==> config.mk <==
export PLATFORM = sky130hd
export DESIGN_NAME = morse_tx_sequencer_flat
export DESIGN_NICKNAME = d
export VERILOG_FILES = /design/src/rtl/morse_pkg.sv /design/src/rtl/morse_tx_sequencer_if.sv /design/src/rtl/morse_encode_rom.sv /design/src/rtl/morse_tx_sequencer.sv /design/src/flat_wrapper.sv
export SDC_FILE = /design/constraint.sdc
export NUM_CORES = 1
export LEC_CHECK = 0
export CELL_PAD_IN_SITES_DETAIL_PLACEMENT = 0
export CELL_PAD_IN_SITES_GLOBAL_PLACEMENT = 1
export CORE_ASPECT_RATIO = 1.4
export CORE_MARGIN = 5
export CORE_UTILIZATION = 25
export DETAILED_ROUTE_END_ITERATION = 12
export PLACE_DENSITY_LB_ADDON = 0.1
export SLEW_MARGIN = 20
export SYNTH_ARGS = -nofsm -noshare
export SYNTH_HDL_FRONTEND = slang
export SYNTH_SLANG_ARGS = --single-unit
==> constraint.sdc <==
create_clock -name clk -period 17 [get_ports clk]
set_input_delay 5.1 -clock clk [delete_from_list [all_inputs] [get_ports clk]]
set_output_delay 5.1 -clock clk [all_outputs]
set_load 0.05 [all_outputs]
==> src/rtl/morse_pkg.sv <==
`default_nettype none
// ============================================================================
//  Module      : morse_pkg
//  Description : Shared types and timing constants for the Morse datapath.
//  Revision    : 1.0 - initial release
// ============================================================================
package morse_pkg;

    typedef enum logic [2:0] {
        IDLE     = 3'd0,
        LOAD     = 3'd1,
        MARK     = 3'd2,
        GAP      = 3'd3,
        CHAR_GAP = 3'd4,
        WORD_GAP = 3'd5
    } state_t;

    // Interval lengths in dot units
    localparam logic [2:0] DOT_U  = 3'd1;
    localparam logic [2:0] DASH_U = 3'd3;
    localparam logic [2:0] GAP_U  = 3'd1;
    localparam logic [2:0] CHAR_U = 3'd3;
    localparam logic [2:0] WORD_U = 3'd7;

    localparam logic [7:0] ASCII_SPACE = 8'h20;

endpackage : morse_pkg
`default_nettype wire

==> src/rtl/morse_tx_sequencer_if.sv <==
`default_nettype none
// ============================================================================
//  Module      : morse_tx_sequencer_if
//  Description : Character valid/ready handshake into the Morse transmitter.
//  Revision    : 1.0 - initial release
// ============================================================================
interface morse_tx_sequencer_if;

    logic [7:0] char_data;
    logic       char_valid;
    logic       char_ready;

    modport master (
        output char_data,
        output char_valid,
        input  char_ready
    );

    modport slave (
        input  char_data,
        input  char_valid,
        output char_ready
    );

endinterface : morse_tx_sequencer_if
`default_nettype wire

==> src/rtl/morse_encode_rom.sv <==
`default_nettype none
// ============================================================================
//  Module      : morse_encode_rom
//  Description : ASCII to ITU Morse lookup; element i is pat[len-1-i], 1=dash.
//  Revision    : 1.0 - initial release
// ============================================================================
module morse_encode_rom (
    input  wire logic [7:0] ascii,
    output logic      [2:0] len,
    output logic      [4:0] pat
);

    logic [7:0] w_fold;
    logic [7:0] w_code;

    always_comb begin
        w_fold = ascii;
        if ((ascii >= 8'h61) && (ascii <= 8'h7A)) begin
            w_fold = ascii - 8'h20;
        end
        w_code = 8'h00;
        case (w_fold)
            8'h41: w_code = {3'd2, 5'b00001};   // A .-
            8'h42: w_code = {3'd4, 5'b01000};   // B -...
            8'h43: w_code = {3'd4, 5'b01010};   // C -.-.
            8'h44: w_code = {3'd3, 5'b00100};   // D -..
            8'h45: w_code = {3'd1, 5'b00000};   // E .
            8'h46: w_code = {3'd4, 5'b00010};   // F ..-.
            8'h47: w_code = {3'd3, 5'b00110};   // G --.
            8'h48: w_code = {3'd4, 5'b00000};   // H ....
            8'h49: w_code = {3'd2, 5'b00000};   // I ..
            8'h4A: w_code = {3'd4, 5'b00111};   // J .---
            8'h4B: w_code = {3'd3, 5'b00101};   // K -.-
            8'h4C: w_code = {3'd4, 5'b00100};   // L .-..
            8'h4D: w_code = {3'd2, 5'b00011};   // M --
            8'h4E: w_code = {3'd2, 5'b00010};   // N -.
            8'h4F: w_code = {3'd3, 5'b00111};   // O ---
            8'h50: w_code = {3'd4, 5'b00110};   // P .--.
            8'h51: w_code = {3'd4, 5'b01101};   // Q --.-
            8'h52: w_code = {3'd3, 5'b00010};   // R .-.
            8'h53: w_code = {3'd3, 5'b00000};   // S ...
            8'h54: w_code = {3'd1, 5'b00001};   // T -
            8'h55: w_code = {3'd3, 5'b00001};   // U ..-
            8'h56: w_code = {3'd4, 5'b00001};   // V ...-
            8'h57: w_code = {3'd3, 5'b00011};   // W .--
            8'h58: w_code = {3'd4, 5'b01001};   // X -..-
            8'h59: w_code = {3'd4, 5'b01011};   // Y -.--
            8'h5A: w_code = {3'd4, 5'b01100};   // Z --..
            8'h30: w_code = {3'd5, 5'b11111};
            8'h31: w_code = {3'd5, 5'b01111};
            8'h32: w_code = {3'd5, 5'b00111};
            8'h33: w_code = {3'd5, 5'b00011};
            8'h34: w_code = {3'd5, 5'b00001};
            8'h35: w_code = {3'd5, 5'b00000};
            8'h36: w_code = {3'd5, 5'b10000};
            8'h37: w_code = {3'd5, 5'b11000};
            8'h38: w_code = {3'd5, 5'b11100};
            8'h39: w_code = {3'd5, 5'b11110};
            default: w_code = 8'h00;
        endcase
    end

    assign len = w_code[7:5];
    assign pat = w_code[4:0];

endmodule : morse_encode_rom
`default_nettype wire

==> src/rtl/morse_tx_sequencer.sv <==
`default_nettype none
// ============================================================================
//  Module      : morse_tx_sequencer
//  Description : Sequences key marks and gaps for one ASCII char at a time.
//  Revision    : 1.0 - initial release
// ============================================================================
module morse_tx_sequencer
    import morse_pkg::*;
#(
    parameter int PRESCALE = 50000,
    parameter int PRE_W    = 16
) (
    input  wire logic           clk,
    input  wire logic           reset,
    morse_tx_sequencer_if.slave char_if,
    input  wire logic [7:0]     dot_units,
    input  wire logic           mode,
    output logic                key_out,
    output logic                dot_time,
    output logic                wait_time,
    output logic                busy,
    output logic                err_unsupported
);

    localparam logic [PRE_W-1:0] c_pre_last = PRE_W'(PRESCALE - 1);

    state_t           r_state;
    state_t           w_next;
    logic [7:0]       r_char;
    logic [7:0]       r_dot;
    logic [2:0]       r_idx;
    logic [2:0]       w_next_idx;
    logic [PRE_W-1:0] r_pre;
    logic [10:0]      r_cnt;

    logic             w_ready;
    logic             w_accept;
    logic [7:0]       w_rom_char;
    logic [2:0]       w_len;
    logic [4:0]       w_pat;
    logic [7:0]       w_pat8;
    logic [2:0]       w_cur_sel;
    logic [2:0]       w_nxt_sel;
    logic             w_cur_dash;
    logic             w_nxt_dash;
    logic             w_more;
    logic [2:0]       w_units;
    logic [10:0]      w_target;
    logic             w_tick;
    logic             w_done;
    logic             w_err;

    assign w_ready            = mode & (r_state == IDLE);
    assign char_if.char_ready = w_ready;
    assign w_accept           = char_if.char_valid & w_ready;

    // In IDLE the ROM looks at the incoming char so the error pulse lines up with LOAD
    assign w_rom_char = (r_state == IDLE) ? char_if.char_data : r_char;

    morse_encode_rom u_rom (
        .ascii (w_rom_char),
        .len   (w_len),
        .pat   (w_pat)
    );

    assign w_pat8     = {3'b000, w_pat};
    assign w_cur_sel  = w_len - 3'd1 - r_idx;
    assign w_nxt_sel  = w_len - 3'd1 - w_next_idx;
    assign w_cur_dash = w_pat8[w_cur_sel];
    assign w_nxt_dash = w_pat8[w_nxt_sel];
    assign w_more     = ({1'b0, r_idx} + 4'd1) < {1'b0, w_len};

    always_comb begin
        w_units = DOT_U;
        case (r_state)
            MARK:     w_units = w_cur_dash ? DASH_U : DOT_U;
            GAP:      w_units = GAP_U;
            CHAR_GAP: w_units = CHAR_U;
            WORD_GAP: w_units = WORD_U;
            default:  w_units = DOT_U;
        endcase
    end

    assign w_target = 11'(w_units) * 11'(r_dot);
    assign w_tick   = (r_pre == c_pre_last);
    assign w_done   = w_tick && (r_cnt == (w_target - 11'd1));

    always_ff @(posedge clk or posedge reset) begin
        if (reset) begin
            r_state <= IDLE;
        end else begin
            r_state <= w_next;
        end
    end

    always_comb begin
        w_next     = r_state;
        w_next_idx = r_idx;
        w_err      = 1'b0;
        case (r_state)
            IDLE: begin
                if (w_accept) begin
                    w_next = LOAD;
                    w_err  = (char_if.char_data != ASCII_SPACE) && (w_len == 3'd0);
                end
            end
            LOAD: begin
                w_next_idx = 3'd0;
                if (r_char == ASCII_SPACE) begin
                    w_next = WORD_GAP;
                end else if (w_len == 3'd0) begin
                    w_next = IDLE;
                end else begin
                    w_next = MARK;
                end
            end
            MARK: begin
                if (w_done) begin
                    w_next = w_more ? GAP : CHAR_GAP;
                end
            end
            GAP: begin
                if (w_done) begin
                    w_next     = MARK;
                    w_next_idx = r_idx + 3'd1;
                end
            end
            CHAR_GAP, WORD_GAP: begin
                if (w_done) begin
                    w_next = IDLE;
                end
            end
            default: w_next = IDLE;
        endcase
        // Abort discards the character; nothing resumes later
        if (!mode && (r_state != IDLE)) begin
            w_next = IDLE;
        end
    end

    always_ff @(posedge clk or posedge reset) begin
        if (reset) begin
            r_char <= 8'h00;
            r_dot  <= 8'h00;
            r_idx  <= 3'd0;
            r_pre  <= '0;
            r_cnt  <= 11'd0;
        end else begin
            if (w_accept) begin
                r_char <= char_if.char_data;
                r_dot  <= (dot_units == 8'h00) ? 8'h01 : dot_units;
            end
            r_idx <= w_next_idx;
            // Restarting on every state entry makes each interval an exact multiple
            if ((w_next != r_state) || (r_state == IDLE) || (r_state == LOAD)) begin
                r_pre <= '0;
                r_cnt <= 11'd0;
            end else if (w_tick) begin
                r_pre <= '0;
                r_cnt <= r_cnt + 11'd1;
            end else begin
                r_pre <= r_pre + 1'b1;
            end
        end
    end

    always_ff @(posedge clk or posedge reset) begin
        if (reset) begin
            key_out         <= 1'b0;
            dot_time        <= 1'b0;
            wait_time       <= 1'b0;
            busy            <= 1'b0;
            err_unsupported <= 1'b0;
        end else begin
            key_out         <= (w_next == MARK);
            dot_time        <= (w_next == MARK) && !w_nxt_dash;
            wait_time       <= (w_next == CHAR_GAP) || (w_next == WORD_GAP);
            busy            <= (w_next != IDLE);
            err_unsupported <= w_err;
        end
    end

endmodule : morse_tx_sequencer
`default_nettype wire

==> src/flat_wrapper.sv <==
// flat-port wrapper written by rule: the top's interface ports become plain ports
module morse_tx_sequencer_flat import morse_pkg::*;
#(
    parameter int PRESCALE = 50000,
    parameter int PRE_W    = 16
)
  (clk, reset, dot_units, mode, key_out, dot_time, wait_time, busy, err_unsupported, char_if_char_data, char_if_char_valid, char_if_char_ready);
  morse_tx_sequencer_if char_if_i ();
  input  wire logic clk;
  input  wire logic reset;
  input  wire logic [7:0] dot_units;
  input  wire logic mode;
  output logic key_out;
  output logic dot_time;
  output logic wait_time;
  output logic busy;
  output logic err_unsupported;
  input wire logic [$bits(char_if_i.char_data)-1:0] char_if_char_data;
  input wire logic [$bits(char_if_i.char_valid)-1:0] char_if_char_valid;
  output wire logic [$bits(char_if_i.char_ready)-1:0] char_if_char_ready;
  assign char_if_i.char_data = char_if_char_data;
  assign char_if_i.char_valid = char_if_char_valid;
  assign char_if_char_ready = char_if_i.char_ready;
  morse_tx_sequencer #(.PRESCALE(PRESCALE), .PRE_W(PRE_W)) u_core (.clk(clk), .reset(reset), .char_if(char_if_i), .dot_units(dot_units), .mode(mode), .key_out(key_out), .dot_time(dot_time), .wait_time(wait_time), .busy(busy), .err_unsupported(err_unsupported));
endmodule
==> impl_metrics.toml, run 1 <==
[timing]
rsz0062_at_grt = "no"
layout_setup_ws_ps = 2420
max_freq_mhz = 68.6
final.min_clock_period_ps = 14580
hold_viol = 0
tns_ps = 0
drv_slew = 0
slew_headroom_pct = 36.8
setup_violations = 0
period_share_pct = 85.8
tightest_slew_ps = 945
finalClockSkew_ps = 7.00

[route]
antenna_left = 0
wirelength_mm = 15.7
drt_iter0_drc = 212
vias_per_cell = 5.05
wire_per_inst_um = 18.3
first_pass_iters = 4
vias = 4327
drc_errors = 0

[final_layout]
drive_gt1_share_pct = 10.9
area_growth_pct = 12.0
multiInputGateArea_mm2 = 0.00348
fin_nets = 665
antenna_cells = 0
fillCellCount = 2151
regArea_mm2 = 0.00135

[placement]
port_buffers = 25
routabilityCongestion = 0.819
dp.final_hpwl_mm = 12.4
pre_cts_slack_ps = 2120

[worst_setup_path]
startpoint_type = "input port"
cp.required_ps = 17210
end_kind = "flip-flop"
worstSetupPathType = "input port to flip-flop"
cp_slowest_stage_delay_ps = 690
crit_buf_inv = 4
critPathTopFamily = "compound AO/OA/AOI/OAI gates"
critPathMostFrequentCell = "fa_1"
crit_fanout = 8
slowest_stage = "or4_1"
arrival_ps = 14790
regToRegSetupSlack_ps = 6530

[global_routing]
grt_max_degree = 55
grt_usage_pct = 13.8
antenna_found_initial = 0
grt_pass1_wl_mm = 25.1
grt_overflow = 0
grt_pass1_vias = 4520

[logic_synthesis]
netlist.area_leader.share_pct = 26.6
ys_seq_area_share_pct = 26.6
synth_top_family_by_area = "simple AND/OR/NAND/NOR gates"
synthMuxAreaShare_pct = 7.36
synth_compound_area_share_pct = 14.6
synth_area_leaders = "dfrtp_1, ha_1, xnor2_1"
synth-simple-area-share_pct = 26.9
post_synth_instance_area_mm2 = 0.00508
syn_nets = 657
syn_area_per_cell_um2 = 8.55
synth_cells = 595
synth-edff-count = 0
synth_largest_area_cell = "dfrtp_1"
synth.most_common_cell = "dfrtp_1"
synthAdderAreaFrac_pct = 11.7
ys_ff_latch = 54
synth_common_cells = "dfrtp_1, nand2_1, nor2_1"
async_reset_ff_share_pct = 100
synth_xor_area_share_pct = 7.92
synth-main-ff-cell = "dfrtp_1"
synth_cell_type_count = 72
yosys_warnings = 0

[flow_run]
max_cap_viol_count = 0

[clock_network]
clockRootBuffer = "clkbuf_16"
cts_tree = "yes"
cts.htree.levels = 2
postCtsSetupBuffers = 0
clock_latency_ps = 300
cts.path.max_buffers = 2
cts.sinks = 54
cts_hold_buf = 0
path_clk_slew_ps = 80
cts_made_buffers = 5
cts_resized = 0

[die]
die_y_um = 179
io_pins = 26
start_util_pct = 25.5
dieArea_mm2 = 0.0233
rows = 61
die_w_um = 131
core_mm2 = 0.0199

[power_and_ir_drop]
p_leak_nw = 2.27
p_int_uw = 494
powerDensity_mw_per_mm2 = 179
power.total_mw = 1.02
combPwrFrac_pct = 68.8
p_clk_share_pct = 10.5
seqPwrFrac_pct = 20.6
p_sw_share_pct = 51.6
p_switching_uw = 528
peakVddDrop_v = 0.0000527

[run_status]
outcome = "finished clean"

[worst_hold_path]
hold_path.class = "flip-flop to flip-flop"
-- kinds of logic (layout without fill, tap and decap cells) --
family,count (synthesis),count (layout)
and+or+nand+nor,253,253
AOI/OAI and AO/OA,108,108
buffers and inverters,59,68
DFF,54,54
xor gates and xnor gates,46,46
adders and majority gates,42,42
muxes,33,33
-- power by group through the flow --
stage	clock network (mW)	logic, mW	registers (mW)
4_1_cts	0.114	0.711	0.212
3_5_place_dp	0	0.708	0.215
2_1_floorplan	0	0.528	0.193
6_report	0.108	0.703	0.211
5_1_grt	0.119	0.774	0.218
3_3_place_gp	0	0.710	0.215
-- layout by cell type, fill, tap and decap left out, types with 6 or more instances in the layout --
| cell type | n |
|---|---|
| and2_1 | 7 |
| clkdlybuf4s50_1 | 25 |
| nand2_1 | 52 |
| nor2b_1 | 12 |
| nor2_2 | 19 |
| xnor2_1 | 27 |
| nor3_1 | 18 |
| nand3b_1 | 7 |
| a21oi_1 | 21 |
| nor2_1 | 47 |
| o21ai_0 | 28 |
| ha_1 | 33 |
| inv_1 | 29 |
| nand4_1 | 13 |
| dfrtp_1 | 54 |
| o211ai_1 | 6 |
| xor2_1 | 19 |
| nand2b_1 | 10 |
| fa_1 | 9 |
| mux2i_1 | 11 |
| mux2_2 | 19 |
| and3_1 | 11 |
| nand3_1 | 19 |
| o21a_1 | 6 |
-- flip-flops by register name (all words and copies together) (netlist names) --
signal	count
u_core.key_out	1
u_core.r_char	8
u_core.wait_time	1
u_core.r_dot	8
u_core.r_state	3
u_core.dot_time	1
u_core.r_cnt	11
u_core.err_unsupported	1
u_core.r_pre	16
u_core.r_idx	3
u_core.busy	1
-- area by class of cell --
class	count	share of cell area, %
tap	252	5.53
clock buffer	6	2.26
timing repair buffer	30	5.05
clock inverter	2	0.307
multi-input combinational	482	61.1
inverter	30	1.98
sequential	54	23.7
-- per-stage QoR --
step	hold slack, ps	cells	area, um^2	util, %
3_3_place_gp	466	848	5550	27.9
4_1_cts	481	856	5700	28.6
3_5_place_dp	467	848	5550	27.9
6_report	477	856	5700	28.6
2_1_floorplan	434	595	5080	-
5_1_grt	508	856	5700	28.6
-- per-layer routing --
metal  global-route usage, %  vias to the layer above  wire length (um)
li1                        -                     2138                 -
met1                    16.1                     2087              6460
met2                    25.0                       74              8260
met3                    1.46                       28               392
met4                    6.00                        0               585
met5                       0                        -                 0
-- path summary, 6_finish.rpt --
check / start / end / depth (start not counted)
worst max register to register: u_core.r_state[1] / u_core.dot_time / 36
worst min-delay path: u_core.r_pre[0] / u_core.r_pre[0] / 1
min in group asynchronous: reset / u_core.r_pre[3] / 3
worst max-delay path: char_if_char_data[0] / u_core.dot_time / 36
worst min register to register: u_core.r_pre[0] / u_core.r_pre[0] / 1
max in group asynchronous: reset / u_core.err_unsupported / 3
(Power assumes the default switching activity.)
==> run 2: changes to the inputs <==
GPL_TIMING_DRIVEN = 0   (was unset)
==> run 2 against run 1 <==
Sequential share of layout area is 0.54 points lower; count of clock-buffer cells in the layout stayed put; first-iteration DRC count is 3.8% lower; total power is 2.1% higher; sequential cell count stayed put; clock power is 11% higher; final area is 2.3% higher; combinational power is 4.6% higher; via count is 2.8% higher; clock skew is 1.7 ps lower; worst hold slack worse by 13 ps; largest power group unchanged; register-to-register slack worse by 710 ps.
==> impl_metrics.toml, run 2 (synthesis gave the netlist of run 1 again) <==
[worst_hold_path]
hp-start = "u_core.r_pre[0]"
hold_path.class = "flip-flop to flip-flop"
holdPathStages = 1
holdPathEnd = "u_core.r_pre[0]"

[route]
antenna_left = 0
first_pass_iters = 4
wirelength_mm = 15.6
wire_per_inst_um = 17.7
vias_per_cell = 5.06
vias = 4449
drc_errors = 0
drt_iter0_drc = 204

[global_routing]
antenna_found_initial = 1
grt_usage_pct = 13.6
grt_overflow = 0
grt_pass1_wl_mm = 25.0
grt_max_degree = 29
grt_pass1_vias = 4621

[final_layout]
layout_commonest_cell = "dfrtp_1"
fin_util_pct = 29.3
final_cell_mix = "dfrtp_1, nand2_1, nor2_1, ha_1, inv_1"
antenna_cells = 0
fin_nets = 689
drive_gt1_share_pct = 11.6
top_register = "u_core.r_pre"
fillCellCount = 2156
reg_top3 = "u_core.r_pre (16), u_core.r_cnt (11)"
area_growth_pct = 14.6
largest_register_ffs = 16

[worst_setup_path]
cp_slowest_stage_delay_ps = 740
critPathMostFrequentCell = "fa_1"
cp.required_ps = 17180
worstSetupPathType = "input port to flip-flop"
reg2reg_depth = 39
regToRegSetupSlack_ps = 5820
rr_endpoint = "u_core.dot_time"
arrival_ps = 15390
crit_fanout = 8
startpoint_type = "input port"
slowest_stage = "o21ai_0"
end_kind = "flip-flop"
r2r-start = "u_core.r_state[0]"

[timing]
final.min_clock_period_ps = 15220
drv_slew = 0
rsz0062_at_grt = "no"
setup_violations = 0
tightest_slew_ps = 920
slew_headroom_pct = 38.0
finalClockSkew_ps = 5.27
hold_viol = 0
hold_ws_ps = 465
max_freq_mhz = 65.7
period_share_pct = 89.5
tns_ps = 0

[placement]
dp.final_hpwl_mm = 12.5
routabilityCongestion = 0.827
port_buffers = 24

[clock_network]
cts.sinks = 54
path_clk_slew_ps = 80
cts_resized = 0
clockRootBuffer = "clkbuf_16"
cts_tree = "yes"
cts.htree.levels = 2
cts_hold_buf = 0
cts.path.max_buffers = 2
clock_latency_ps = 300
cts_made_buffers = 5
postCtsSetupBuffers = 0

[power_and_ir_drop]
p_sw_share_pct = 50.6
powerDensity_mw_per_mm2 = 179
p_int_uw = 516
seqPwrFrac_pct = 18.0
p_switching_uw = 527
power.total_mw = 1.04
combPwrFrac_pct = 70.5
p_clk_share_pct = 11.5
p_leak_nw = 2.33
peakVddDrop_v = 0.0000562

[die]
die_y_um = 179
dieArea_mm2 = 0.0233
rows = 61
die_w_um = 131
start_util_pct = 25.5
io_pins = 26
core_mm2 = 0.0199

[run_status]
outcome = "finished clean"

[flow_run]
max_cap_viol_count = 0
[run 2: cell types whose count changed in the layout (fill, tap and decap cells not counted), moves of 2 or more]
cell and change:
clkbuf_1 +18, buf_2 +7, buf_4 -4, buf_6 +2
[run 2: cell type report]
type / instances / area [um^2] / area share (%)
timing repair buffer: 25 / 260 / 4.46
tap: 252 / 315 / 5.41
clock inverter: 2 / 37.5 / 0.644
multi-input combinational: 482 / 3480 / 59.8
buffer: 29 / 138 / 2.36
inverter: 30 / 115 / 1.97
sequential: 54 / 1350 / 23.2
clock buffer: 6 / 129 / 2.21
[run 2: power groups by stage]
stage               logic, mW  clock network [mW]  registers, mW
floorplan               0.528                   0          0.193
global placement        0.741                   0          0.191
detailed placement      0.739                   0          0.191
CTS                     0.743               0.125          0.189
global route            0.811               0.131          0.194
finish                  0.735               0.120          0.188
[run 2: critical path: cells and delay by family]
kind | cells | cell delay [ps]
muxes | 1 | 300
adders and majority gates | 7 | 2700
AOI/OAI and AO/OA | 11 | 3210
xor gates and xnor gates | 1 | 330
and+or+nand+nor | 12 | 2570
buffers and inverters | 5 | 1170
[run 2: per-stage QoR]
| stage | setup WS, ps | std cells | cell area, um^2 |
|---|---|---|---|
| 4_1_cts | 1650 | 880 | 5830 |
| 3_3_place_gp | 1370 | 871 | 5640 |
| 5_1_grt | 979 | 880 | 5830 |
| 2_1_floorplan | 4010 | 595 | 5080 |
| 3_5_place_dp | 1350 | 872 | 5660 |
| 6_report | 1780 | 880 | 5830 |
[run 2: layer usage]
layer | up-vias | track usage (%) | part of all wire (%)
li1 | 2186 | - | -
met1 | 2177 | 16.0 | 42
met2 | 69 | 25.5 | 53
met3 | 17 | 1.28 | 1.9
met4 | 0 | 4.03 | 2.3
met5 | - | 0 | 0
[run 2: how the worst max path moves through the flow]
stage	slack [ps]	start	cells past startpoint	end
2_1_floorplan	4010	char_if_char_data[0]	37	u_core.dot_time
3_3_place_gp	1370	char_if_char_data[0]	35	u_core.dot_time
3_5_place_dp	1350	char_if_char_data[0]	35	u_core.dot_time
4_1_cts	1650	char_if_char_data[0]	37	u_core.dot_time
5_1_grt	980	char_if_char_data[0]	35	u_core.dot_time
6_report	1780	char_if_char_data[0]	37	u_core.dot_time
==> run 3: changes to the inputs <==
CAP_MARGIN = 20   (was unset)
MAX_ROUTING_LAYER = met4   (was unset)
==> run 3 against run 2 <==
Count of clock-buffer cells in the layout is the same; worst setup slack improved by 1.9 ps; worst hold slack worse by 1.1 ps; clock skew about the same; final area stayed put.
==> impl_metrics.toml, run 3 (synthesis gave the netlist of run 1 again) <==
[run_status]
outcome = "finished clean"

[global_routing]
grt_overflow = 0
grt_max_degree = 29
grt_pass1_wl_mm = 24.9
use_met3_pct = 1.28
grt_use_met1_pct = 16.0
busiest_layer = "met2"
use_met2_pct = 25.4
grt_usage_pct = 13.9
grt_pass1_vias = 4641
antenna_found_initial = 1

[die]
start_util_pct = 25.5
die_y_um = 179
dieArea_mm2 = 0.0233
core_mm2 = 0.0199
rows = 61
io_pins = 26
die_w_um = 131

[timing]
drv_slew = 0
tns_ps = 0
final.min_clock_period_ps = 15210
max_freq_mhz = 65.7
period_share_pct = 89.5
setup_violations = 0
slew_headroom_pct = 37.8
layout_setup_ws_ps = 1790
hold_viol = 0
rsz0062_at_grt = "no"
finalClockSkew_ps = 5.59
tightest_slew_ps = 923

[flow_run]
max_cap_viol_count = 0

[clock_network]
cts.htree.levels = 2
postCtsSetupBuffers = 0
cts_tree = "yes"
path_clk_slew_ps = 80
cts_made_buffers = 5
cts_hold_buf = 0
cts.sinks = 54
clock_latency_ps = 300
clockRootBuffer = "clkbuf_16"
cts.path.max_buffers = 2
cts_resized = 0

[final_layout]
multiInputGateArea_mm2 = 0.00348
fillCellCount = 2156
design_area_mm2 = 0.00583
area_growth_pct = 14.6
layout_commonest_cell = "dfrtp_1"
reg_top3 = "u_core.r_pre (16), u_core.r_cnt (11)"
fin_nets = 689
top_register = "u_core.r_pre"
largest_register_ffs = 16
final_cell_mix = "dfrtp_1, nand2_1, nor2_1, ha_1, inv_1"
drive_gt1_share_pct = 11.6
instances_no_fill = 880
antenna_cells = 0
regArea_mm2 = 0.00135

[route]
first_pass_iters = 4
wire_per_inst_um = 17.6
vias_per_cell = 5.04
wirelength_mm = 15.5
drt_iter0_drc = 185
antenna_left = 0
vias = 4436
drc_errors = 0

[placement]
routabilityCongestion = 0.840
placed_area_mm2 = 0.00566
dp.cells = 872
port_buffers = 24
dp.final_hpwl_mm = 12.5
pre_cts_slack_ps = 1350

[worst_setup_path]
slowest_stage = "o21ai_0"
crit_buf_inv = 5
critPathMostFrequentCell = "fa_1"
critPathTopFamily = "compound AO/OA/AOI/OAI gates"
worstSetupPathType = "input port to flip-flop"
cp.required_ps = 17180
crit_fanout = 8
startpoint_type = "input port"
arrival_ps = 15390
end_kind = "flip-flop"
cp_slowest_stage_delay_ps = 740

[worst_hold_path]
hold_path.class = "flip-flop to flip-flop"

[power_and_ir_drop]
p_leak_nw = 2.33
powerDensity_mw_per_mm2 = 179
peakVddDrop_v = 0.0000562
-- run 3: cell counts in the layout (fill, tap and decap cells not counted) --
Identical to the previous run, type by type.
-- run 3: layer usage --
layer  share of wire [%]  vias up
li1                    -     2186
met1                  43     2177
met2                  53       56
met3                 1.7       17
met4                 2.3        0
met5                   0        -
-- run 3: area by class of cell --
type / instances / share of cell area, %
timing repair buffer: 25 / 4.46
inverter: 30 / 1.97
clock inverter: 2 / 0.644
clock buffer: 6 / 2.21
sequential: 54 / 23.2
tap: 252 / 5.41
multi-input combinational: 482 / 59.8
buffer: 29 / 2.36
-- run 3: worst register-to-register path: cells and delay by family (launching register included) --
kind,cells,cell delay (ps)
AO/OA/AOI/OAI,11,3200
AND/OR/NAND/NOR,13,2940
adder cells (fa/ha/maj),7,2700
buffers and inverters,6,1210
flip-flops,1,370
XOR/XNOR,1,330
multiplexers,1,300
-- run 3: power by group --
| part | total [mW] | internal, mW | switching (mW) | leakage (nW) |
|---|---|---|---|---|
| Clock | 0.120 | 0.0698 | 0.0505 | 0.0771 |
| Sequential | 0.188 | 0.156 | 0.0317 | 0.715 |
| Combinational | 0.734 | 0.290 | 0.444 | 1.54 |
-- run 3: through the flow --
step	hold WS, ps	total power, mW	utilization, %
final	463	1.04	29.3
after global routing	490	1.14	29.3
after CTS	468	1.06	29.3
after detailed placement	455	0.930	28.4
after global placement	452	0.933	28.3
after floorplan	434	0.722	-
-- run 3: worst paths after layout --
kind                                           start  cells past startpoint  slack [ps]               end
min in group asynchronous                      reset                      2        5150   u_core.r_pre[2]
worst max-delay path            char_if_char_data[0]                     37        1790   u_core.dot_time
worst min-delay path                 u_core.r_pre[0]                      1         460   u_core.r_pre[0]
worst max register to register     u_core.r_state[0]                     39        5830   u_core.dot_time
worst min register to register       u_core.r_pre[0]                      1         460   u_core.r_pre[0]
max in group asynchronous                      reset                      3       11370  u_core.r_char[6]
